<file path="config.mk">
export PLATFORM = sky130hd
export DESIGN_NAME = seq_mult8_flat
export DESIGN_NICKNAME = d
export VERILOG_FILES = /design/src/rtl/seq_mult8_pkg.sv /design/src/rtl/seq_mult8_if.sv /design/src/rtl/seq_mult8_add8_cout.sv /design/src/rtl/seq_mult8.sv /design/src/flat_wrapper.sv
export SDC_FILE = /design/constraint.sdc
export NUM_CORES = 1
export LEC_CHECK = 0
export ABC_AREA = 0
export CORE_UTILIZATION = 31
export CTS_CLUSTER_DIAMETER = 80
export DETAILED_ROUTE_END_ITERATION = 10
export PLACE_DENSITY_LB_ADDON = 0.25
export REMOVE_ABC_BUFFERS = 1
export SLEW_MARGIN = 20
export SYNTH_ARGS = -nofsm -noshare
export SYNTH_HDL_FRONTEND = slang
export SYNTH_SLANG_ARGS = --single-unit
</file>
<file path="constraint.sdc">
create_clock -name clk -period 2.7 [get_ports clk]
set_clock_uncertainty 0.15 [all_clocks]
set_input_delay 0.27 -clock clk [delete_from_list [all_inputs] [get_ports clk]]
set_output_delay 0.27 -clock clk [all_outputs]
set_load 0.02 [all_outputs]
</file>
<file path="src/rtl/seq_mult8_pkg.sv">
// Shared definitions for the sequential shift-add multiplier:
//   DEF_WIDTH   default operand width
//   state_t     FSM state encoding (IDLE / RUN / DONE)
//   cnt_width() iteration-counter width for a given operand width
package seq_mult8_pkg;

    localparam int unsigned DEF_WIDTH = 8;
    localparam int unsigned ST_W      = 2;

    typedef enum logic [ST_W-1:0] {
        ST_IDLE = 2'd0,
        ST_RUN  = 2'd1,
        ST_DONE = 2'd2
    } state_t;

    // Counter must hold 0..WIDTH, hence one bit above clog2.
    function automatic int unsigned cnt_width(input int unsigned w);
        return $clog2(w) + 1;
    endfunction

    localparam int unsigned CNT_W = cnt_width(DEF_WIDTH);

endpackage

</file>
<file path="src/rtl/seq_mult8_if.sv">
// Request/response bundle of the multiplier.
//   start, a, b        : requester -> multiplier
//   busy, done, product: multiplier -> requester
// master = requester side, slave = multiplier side.
interface seq_mult8_if
    import seq_mult8_pkg::*;
#(
    parameter int unsigned WIDTH = DEF_WIDTH
) ();

    logic                 start;
    logic [WIDTH-1:0]     a;
    logic [WIDTH-1:0]     b;
    logic                 busy;
    logic                 done;
    logic [2*WIDTH-1:0]   product;

    modport master (
        output start,
        output a,
        output b,
        input  busy,
        input  done,
        input  product
    );

    modport slave (
        input  start,
        input  a,
        input  b,
        output busy,
        output done,
        output product
    );

endinterface

</file>
<file path="src/rtl/seq_mult8_add8_cout.sv">
// add8_cout: WIDTH-bit carry-lookahead adder with carry-out, purely combinational.
//   a, b  : addends
//   cin   : carry-in
//   sum   : WIDTH-bit sum
//   cout  : carry-out of the top bit
module add8_cout
    import seq_mult8_pkg::*;
#(
    parameter int unsigned WIDTH = DEF_WIDTH
) (
    input  logic [WIDTH-1:0] a,
    input  logic [WIDTH-1:0] b,
    input  logic             cin,
    output logic [WIDTH-1:0] sum,
    output logic             cout
);

    logic [WIDTH-1:0] g;
    logic [WIDTH-1:0] p;
    logic [WIDTH:0]   c;
    logic             chain;
    logic             term;

    assign g = a & b;
    assign p = a ^ b;

    // Each carry is a flat sum of products of generate/propagate terms,
    // so no carry depends on the one below it.
    always_comb begin
        c     = '0;
        chain = 1'b0;
        term  = 1'b0;
        c[0]  = cin;
        for (int i = 0; i < WIDTH; i++) begin
            chain = cin;
            for (int k = 0; k < WIDTH; k++) begin
                if (k <= i) begin
                    chain = chain & p[k];
                end
            end
            for (int j = 0; j < WIDTH; j++) begin
                if (j <= i) begin
                    term = g[j];
                    for (int k = 0; k < WIDTH; k++) begin
                        if ((k > j) && (k <= i)) begin
                            term = term & p[k];
                        end
                    end
                    chain = chain | term;
                end
            end
            c[i+1] = chain;
        end
    end

    assign sum  = p ^ c[WIDTH-1:0];
    assign cout = c[WIDTH];

endmodule

</file>
<file path="src/rtl/seq_mult8.sv">
// seq_mult8: unsigned sequential shift-add multiplier, one multiplier bit per cycle.
//   clk  : system clock, rising edge
//   rst  : asynchronous active-high reset
//   bus  : seq_mult8_if.slave -- start/a/b in, busy/done/product out
// A start accepted in IDLE or DONE latches the operands; RUN lasts WIDTH
// cycles; DONE is a single cycle in which done is high and product is new.
module seq_mult8
    import seq_mult8_pkg::*;
#(
    parameter int unsigned WIDTH = DEF_WIDTH
) (
    input  logic          clk,
    input  logic          rst,
    seq_mult8_if.slave    bus
);

    localparam int unsigned PW = 2 * WIDTH;
    localparam int unsigned CW = cnt_width(WIDTH);

    state_t           state;
    state_t           state_nxt;

    logic [WIDTH-1:0] mcand;
    logic [PW-1:0]    acc;
    logic [PW-1:0]    acc_nxt;
    logic [PW-1:0]    product_q;
    logic [CW-1:0]    cnt;

    logic             accept;
    logic             last;
    logic             busy_c;
    logic             done_c;

    logic [WIDTH-1:0] add_b;
    logic [WIDTH-1:0] add_s;
    logic             add_co;

    // Start is only honoured outside RUN; a start during RUN is dropped.
    assign accept = bus.start && ((state == ST_IDLE) || (state == ST_DONE));
    assign last   = (cnt == CW'(WIDTH - 1));

    // Add the multiplicand into the upper half when the current multiplier bit is set.
    assign add_b = acc[0] ? mcand : '0;

    add8_cout #(
        .WIDTH (WIDTH)
    ) u_add (
        .a    (acc[PW-1:WIDTH]),
        .b    (add_b),
        .cin  (1'b0),
        .sum  (add_s),
        .cout (add_co)
    );

    // {carry, sum, low half} shifted right by one; the carry lands in the MSB.
    assign acc_nxt = {add_co, add_s, acc[WIDTH-1:1]};

    // State register
    always_ff @(posedge clk or posedge rst) begin
        if (rst) begin
            state <= ST_IDLE;
        end else begin
            state <= state_nxt;
        end
    end

    // Next-state logic
    always_comb begin
        state_nxt = state;
        unique case (state)
            ST_IDLE: if (bus.start) state_nxt = ST_RUN;
            ST_RUN:  if (last)      state_nxt = ST_DONE;
            ST_DONE: state_nxt = bus.start ? ST_RUN : ST_IDLE;
            default: state_nxt = ST_IDLE;
        endcase
    end

    // Output decode from the registered state
    always_comb begin
        busy_c = 1'b0;
        done_c = 1'b0;
        unique case (state)
            ST_RUN:  busy_c = 1'b1;
            ST_DONE: done_c = 1'b1;
            default: begin
                busy_c = 1'b0;
                done_c = 1'b0;
            end
        endcase
    end

    // Datapath: operand capture, shift-add iteration and result register
    always_ff @(posedge clk or posedge rst) begin
        if (rst) begin
            mcand     <= '0;
            acc       <= '0;
            cnt       <= '0;
            product_q <= '0;
        end else if (accept) begin
            mcand <= bus.a;
            acc   <= {{WIDTH{1'b0}}, bus.b};
            cnt   <= '0;
        end else if (state == ST_RUN) begin
            acc <= acc_nxt;
            cnt <= cnt + CW'(1);
            if (last) begin
                product_q <= acc_nxt;
            end
        end
    end

    assign bus.busy    = busy_c;
    assign bus.done    = done_c;
    assign bus.product = product_q;

endmodule

</file>
<file path="src/flat_wrapper.sv">
// flat-port wrapper written by rule: the top's interface ports become plain ports
module seq_mult8_flat import seq_mult8_pkg::*;
#(
    parameter int unsigned WIDTH = DEF_WIDTH
)
  (clk, rst, bus_start, bus_a, bus_b, bus_busy, bus_done, bus_product);
  seq_mult8_if #(.WIDTH(WIDTH)) bus_i ();
  input  logic clk;
  input  logic rst;
  input wire logic [$bits(bus_i.start)-1:0] bus_start;
  input wire logic [$bits(bus_i.a)-1:0] bus_a;
  input wire logic [$bits(bus_i.b)-1:0] bus_b;
  output wire logic [$bits(bus_i.busy)-1:0] bus_busy;
  output wire logic [$bits(bus_i.done)-1:0] bus_done;
  output wire logic [$bits(bus_i.product)-1:0] bus_product;
  assign bus_i.start = bus_start;
  assign bus_i.a = bus_a;
  assign bus_i.b = bus_b;
  assign bus_busy = bus_i.busy;
  assign bus_done = bus_i.done;
  assign bus_product = bus_i.product;
  seq_mult8 #(.WIDTH(WIDTH)) u_core (.clk(clk), .rst(rst), .bus(bus_i));
endmodule
</file>
Word-level counts from Yosys, hierarchy flattened --
Index checks and enable logic that the tools add are counted.
Operators by class: add/subtract/negate cells 1, equality and inequality tests 5, muxes and demuxes 11, bitwise gates (word level) 60, reduce and logical (&&, ||, !) cells 6
Operator list (count):
- two-way mux 16 bit | 2
- bitwise AND 1 bit | 28
- bitwise OR 1 bit | 28
- bitwise XOR 8 bit | 2
- bitwise AND 8 bit | 1
- two-way mux 4 bit | 2
- two-way mux 8 bit | 1
- one-hot mux 2 bit (3 select lines) | 1
- adder 4 x 1 -> 4 bit (second input constant) | 1
- == test 4 x 3 -> 1 bit (second input constant) | 1
- two-way mux 2 bit | 2
- two-way mux 1 bit | 3
- AND reduction 3 bit | 1
- == test 2 x 1 -> 1 bit (second input constant) | 1
- == test 2 bit (second input constant) | 1
- zero test 2 bit | 1
- != test 2 x 1 -> 1 bit (second input constant) | 1
- != test 2 bit (second input constant) | 1
- AND reduction 2 bit | 1
- nonzero test 2 bit | 1
- logical AND 1 bit | 1
- logical OR 1 bit | 1
- NOT 1 bit | 1
Word-level totals: register bits 46, bits of input ports 19, word-level logic and storage cells 88

Depth between registers and ports, before layout --
depth after elaboration 18, depth in mapped cells 8, mapped depth without buffers 7

By module --
From an unflattened synthesis, not the netlist that was laid out.
Second synthesis, totals: cell total of the unflattened synthesis 186, area, all modules 2193.4 µm²
Modules (own cells, without submodules):
- seq_mult8 | instances 1, cells an instance 147, area an instance 1865.5 µm², sequential area each 1151.1 µm²
- add8_cout | instances 1, cells an instance 39, area an instance 327.8 µm², sequential area each 0.0 µm²

Least setup slack after synthesis --
OpenSTA, ideal clock, no wires.
path kind register to register, start register u_core.acc[0], end register u_core.product_q[14] (netlist: u_core.bus.product[14]), setup time 95 ps, arrival 1859 ps, data required time 2455 ps, path slack 596 ps, cell stages (with the launch flop) 8, period minus slack after synthesis 2104 ps, path through dfrtp_1 > and2_1 > ha_1 > ha_1 > o211ai_2 > a21oi_2 > o31a_1 > o31ai_1
On the way: longest elaborated chain between the ends 15, elaborated cells on any way between the ends 31, those cells by class 1 x mux; 30 x bitwise
Ends and longest elaborated chain:
- start, declared | RTL line seq_mult8.sv:24 | logic [PW-1:0] acc;
- start signal, assigned | RTL line seq_mult8.sv:101 | acc <= {{WIDTH{1'b0}}, bus.b};
- start signal, assigned | RTL line seq_mult8.sv:104 | acc <= acc_nxt;
- two-way mux 8 bit (*) | RTL line seq_mult8.sv:43 | assign add_b = acc[0] ? mcand : '0;
- bitwise AND 8 bit or bitwise XOR 8 bit (tied branches) | RTL line seq_mult8_add8_cout.sv:24, seq_mult8_add8_cout.sv:25
- bitwise AND 1 bit (6 in a row) | RTL line seq_mult8_add8_cout.sv:46 | term = term & p[k];
- bitwise OR 1 bit (6 in a row) | RTL line seq_mult8_add8_cout.sv:49 | chain = chain | term;
- bitwise XOR 8 bit (*) | RTL line seq_mult8_add8_cout.sv:56 | assign sum = p ^ c[WIDTH-1:0];
- end signal, assigned | RTL line seq_mult8.sv:107 | product_q <= acc_nxt;
- end, declared | RTL line seq_mult8.sv:26 | logic [PW-1:0] product_q;
Every way passes the cells marked *; elsewhere a longest branch is shown, timed or not. A chain may end at the register's enable or synchronous reset.

Worst setup path after layout --
start register u_core.state[1], end output bus_busy
On the way: longest elaborated chain between the ends 2
Ends and longest elaborated chain:
- start, declared | RTL line seq_mult8.sv:20 | state_t state;
- start signal, assigned | RTL line seq_mult8.sv:63 | state <= state_nxt;
- == test 2 x 1 -> 1 bit | RTL line seq_mult8.sv:82 | unique case (state)
- two-way mux 1 bit | RTL line seq_mult8.sv:82
- end, declared | RTL line flat_wrapper.sv:13 | output wire logic [$bits(bus_i.busy)-1:0] bus_busy;
No other way between the ends.

==> impl_metrics.py <==
metrics = {
    "cells_and_area": {
        "fill_cells": 696,
        "multiInputGateArea_um2": 950.9,
        "layout_commonest_cell": "nand2_1",
        "area_delta_synth_final_pct": 24.75,
        "final_cell_mix": "nand2_1, dfrtp_1, clkdlybuf4s50_1",
        "antenna_cells": 0,
        "nNetsFinal": 286,
        "drive_above_1_share": 0.07393,
        "final-seq-area_um2": 1151,
    },
    "clock_tree": {
        "clkLatencyLatePin_ps": 300,
        "cts.sinks": 46,
        "cts_hold_buf": 0,
        "cts.htree.levels": 2,
        "cts_resized": 0,
        "clockRootBuffer": "clkbuf_8",
        "numCtsBuffers": 5,
        "path_clk_slew_ps": 100,
        "cts_tree": "built",
        "clockBufferDepth": 2,
        "postCtsSetupBuffers": 0,
    },
    "placement": {
        "dp_hpwl_um": 3165,
        "place.gp.congestion": 0.7539,
        "portBuffers": 36,
    },
    "global_route": {
        "grt_pass1_vias": 1751,
        "gr-usage-all-layers": 0.1454,
        "grt_max_degree": 47,
        "antenna_found_initial": 0,
        "grt_overflow": 0,
        "grt_pass1_wl_um": 8321,
    },
    "power": {
        "power_per_cell_area_nw_per_um2": 1156,
        "power_leakage_uw": 0.001292,
        "vdd_drop_max_mv": 0.4739,
    },
    "timing": {
        "hold_slack_ps": 255.0,
        "fmax_mhz": 413.0,
        "fin_crit_sh": 0.8968,
        "maxSlewHeadroom": 0.6145,
        "hold_viol_final": 0,
        "rsz0062_at_grt": "false",
        "layout_min_cycle_time_ps": 2421,
        "setup_viol": 0,
        "tightest_slew_ps": 578.2,
        "slew_viol_final": 0,
        "fin_setup_tns_ps": 0,
    },
    "setup_path": {
        "cp-end-kind": "output pin",
        "required_ps": 2280,
        "crit_buf_inv": 2,
        "critPathLaunchType": "flop",
        "worstPathCellList": "nand2b_1, inv_4, clkdlybuf4s50_1",
        "crit_fanout": 19,
        "crit_type": "reg -> out",
        "critical_path.top_delay_family": "buffers and inverters",
        "max_stage_delay_ps": 660,
        "cp.arrival_ps": 2000,
        "crit_slowest_cell": "clkdlybuf4s50_1",
    },
    "synth": {
        "synth_edf_count": 0,
        "syn_avg_cell_area_um2": 9.901,
        "async_flop_share": 1.000,
        "syn_area_um2": 2158,
        "ys_seq_area_frac": 0.5333,
        "yosysUniqueCellTypes": 40,
        "synth_seq_cells": 46,
        "yosysWarnings": 0,
        "synthCells": 218,
        "yosys_most_used_dff": "dfrtp_1",
    },
    "floorplanning": {
        "chipWidth_um": 85.44,
        "core-area_um2": 6756,
        "die_height_um": 85.44,
        "start_util": 0.3194,
        "io_pins": 37,
        "rows": 30,
        "die-area_um2": 7300,
    },
    "run_status": {
        "status": "complete, no violations",
    },
    "worst_hold_path": {
        "min_path_type": "in -> async",
    },
    "routing": {
        "drt-vias-per-instance": 4.872,
        "drc": 0,
        "drtIter0Drc": 57,
        "totalWireLength_um": 4677,
        "ant_nets": 0,
        "route.vias.total": 1642,
        "routedWlPerCell_um": 13.88,
        "drt_pass1_iterations": 4,
    },
    "run": {
        "cap_violations": 0,
    },
}
## cell type report
cell class,instances,area share
clock buffers,5,0.02556
clock inverters,3,0.009294
inverters,3,0.005112
multi-input cells,161,0.3532
flip-flops and latches,46,0.4275
well taps,80,0.03717
repair buffers,39,0.1422
## final timing paths
check | cells after the start | slack [ps] | startpoint | to
min reg2reg | 1 | 330 | u_core.cnt[3]$_DFFE_PP0P_ | u_core.cnt[3]$_DFFE_PP0P_
min in group clk | 1 | 330 | u_core.cnt[3]$_DFFE_PP0P_ | u_core.cnt[3]$_DFFE_PP0P_
min | 3 | 250 | rst | u_core.bus.product[3]$_DFFE_PP0P_
max reg2reg | 7 | 390 | u_core.acc[0]$_DFFE_PP0P_ | u_core.bus.product[14]$_DFFE_PP0P_
max in group asynchronous | 3 | 1750 | rst | u_core.bus.product[11]$_DFFE_PP0P_
max | 3 | 280 | u_core.state[1]$_DFFE_PP0P_ | bus_busy
## kinds of logic (layout without fill, tap and decap cells)
logic type | count (synthesis) | in the layout | share of synthesized area
AOI/OAI and AO/OA | 36 | 36 | 0.1270
xor gates and xnor gates | 3 | 3 | 0.01218
adders and majority gates | 11 | 11 | 0.06725
buffers and inverters | 11 | 50 | 0.02609
DFF | 46 | 46 | 0.5333
muxes | 3 | 3 | 0.01507
and+or+nand+nor | 108 | 108 | 0.2191
## registers in the layout, indices dropped and copies added, names as in the netlist
signal and count:
u_core.bus.product 16, u_core.mcand 8, u_core.state 2, u_core.acc 16
u_core.cnt 4
## per-stage QoR
stage / util / total power, uW / setup WS, ps / std cells / instance area [um2]
after floorplan: - / 2160 / 595.8 / 210 / 2116
after global placement: 0.3846 / 2669 / 463.4 / 329 / 2599
after detailed placement: 0.3846 / 2694 / 398.9 / 329 / 2599
after CTS: 0.3985 / 3147 / 264.8 / 337 / 2693
after global routing: 0.3985 / 3382 / 164.7 / 337 / 2693
final: 0.3985 / 3113 / 278.6 / 337 / 2693
## power by group
part / internal [uW] / switching, uW
clock: 187 / 259
sequential: 1010 / 207
combinational: 651 / 799
## per-layer routing
metal | GRT usage | vias up | part of all wire
met5 | 0 | - | 0
met2 | 0.2356 | 23 | 0.45
met4 | 0.03636 | 0 | 0.0096
met1 | 0.2017 | 802 | 0.51
met3 | 0.02626 | 5 | 0.026
li1 | - | 812 | -
## cells in the mapped netlist (3+ instances only)
cell type,count,area [um2]
a22o_1,5,43.79
a22oi_1,8,60.06
and2_1,8,50.05
buf_2,4,20.02
dfrtp_1,46,1151
ha_1,10,125.1
nand2_1,81,304.0
nor2_1,5,18.77
o21a_1,3,22.52
o21ai_1,4,20.02
o31ai_1,7,52.55
## tightest hold or removal path, cell delays in order
cell	delay, ps
clkdlybuf4s50_1	400
clkinv_1	40
buf_4	480
No activity file was read; power rests on OpenSTA's default activity.
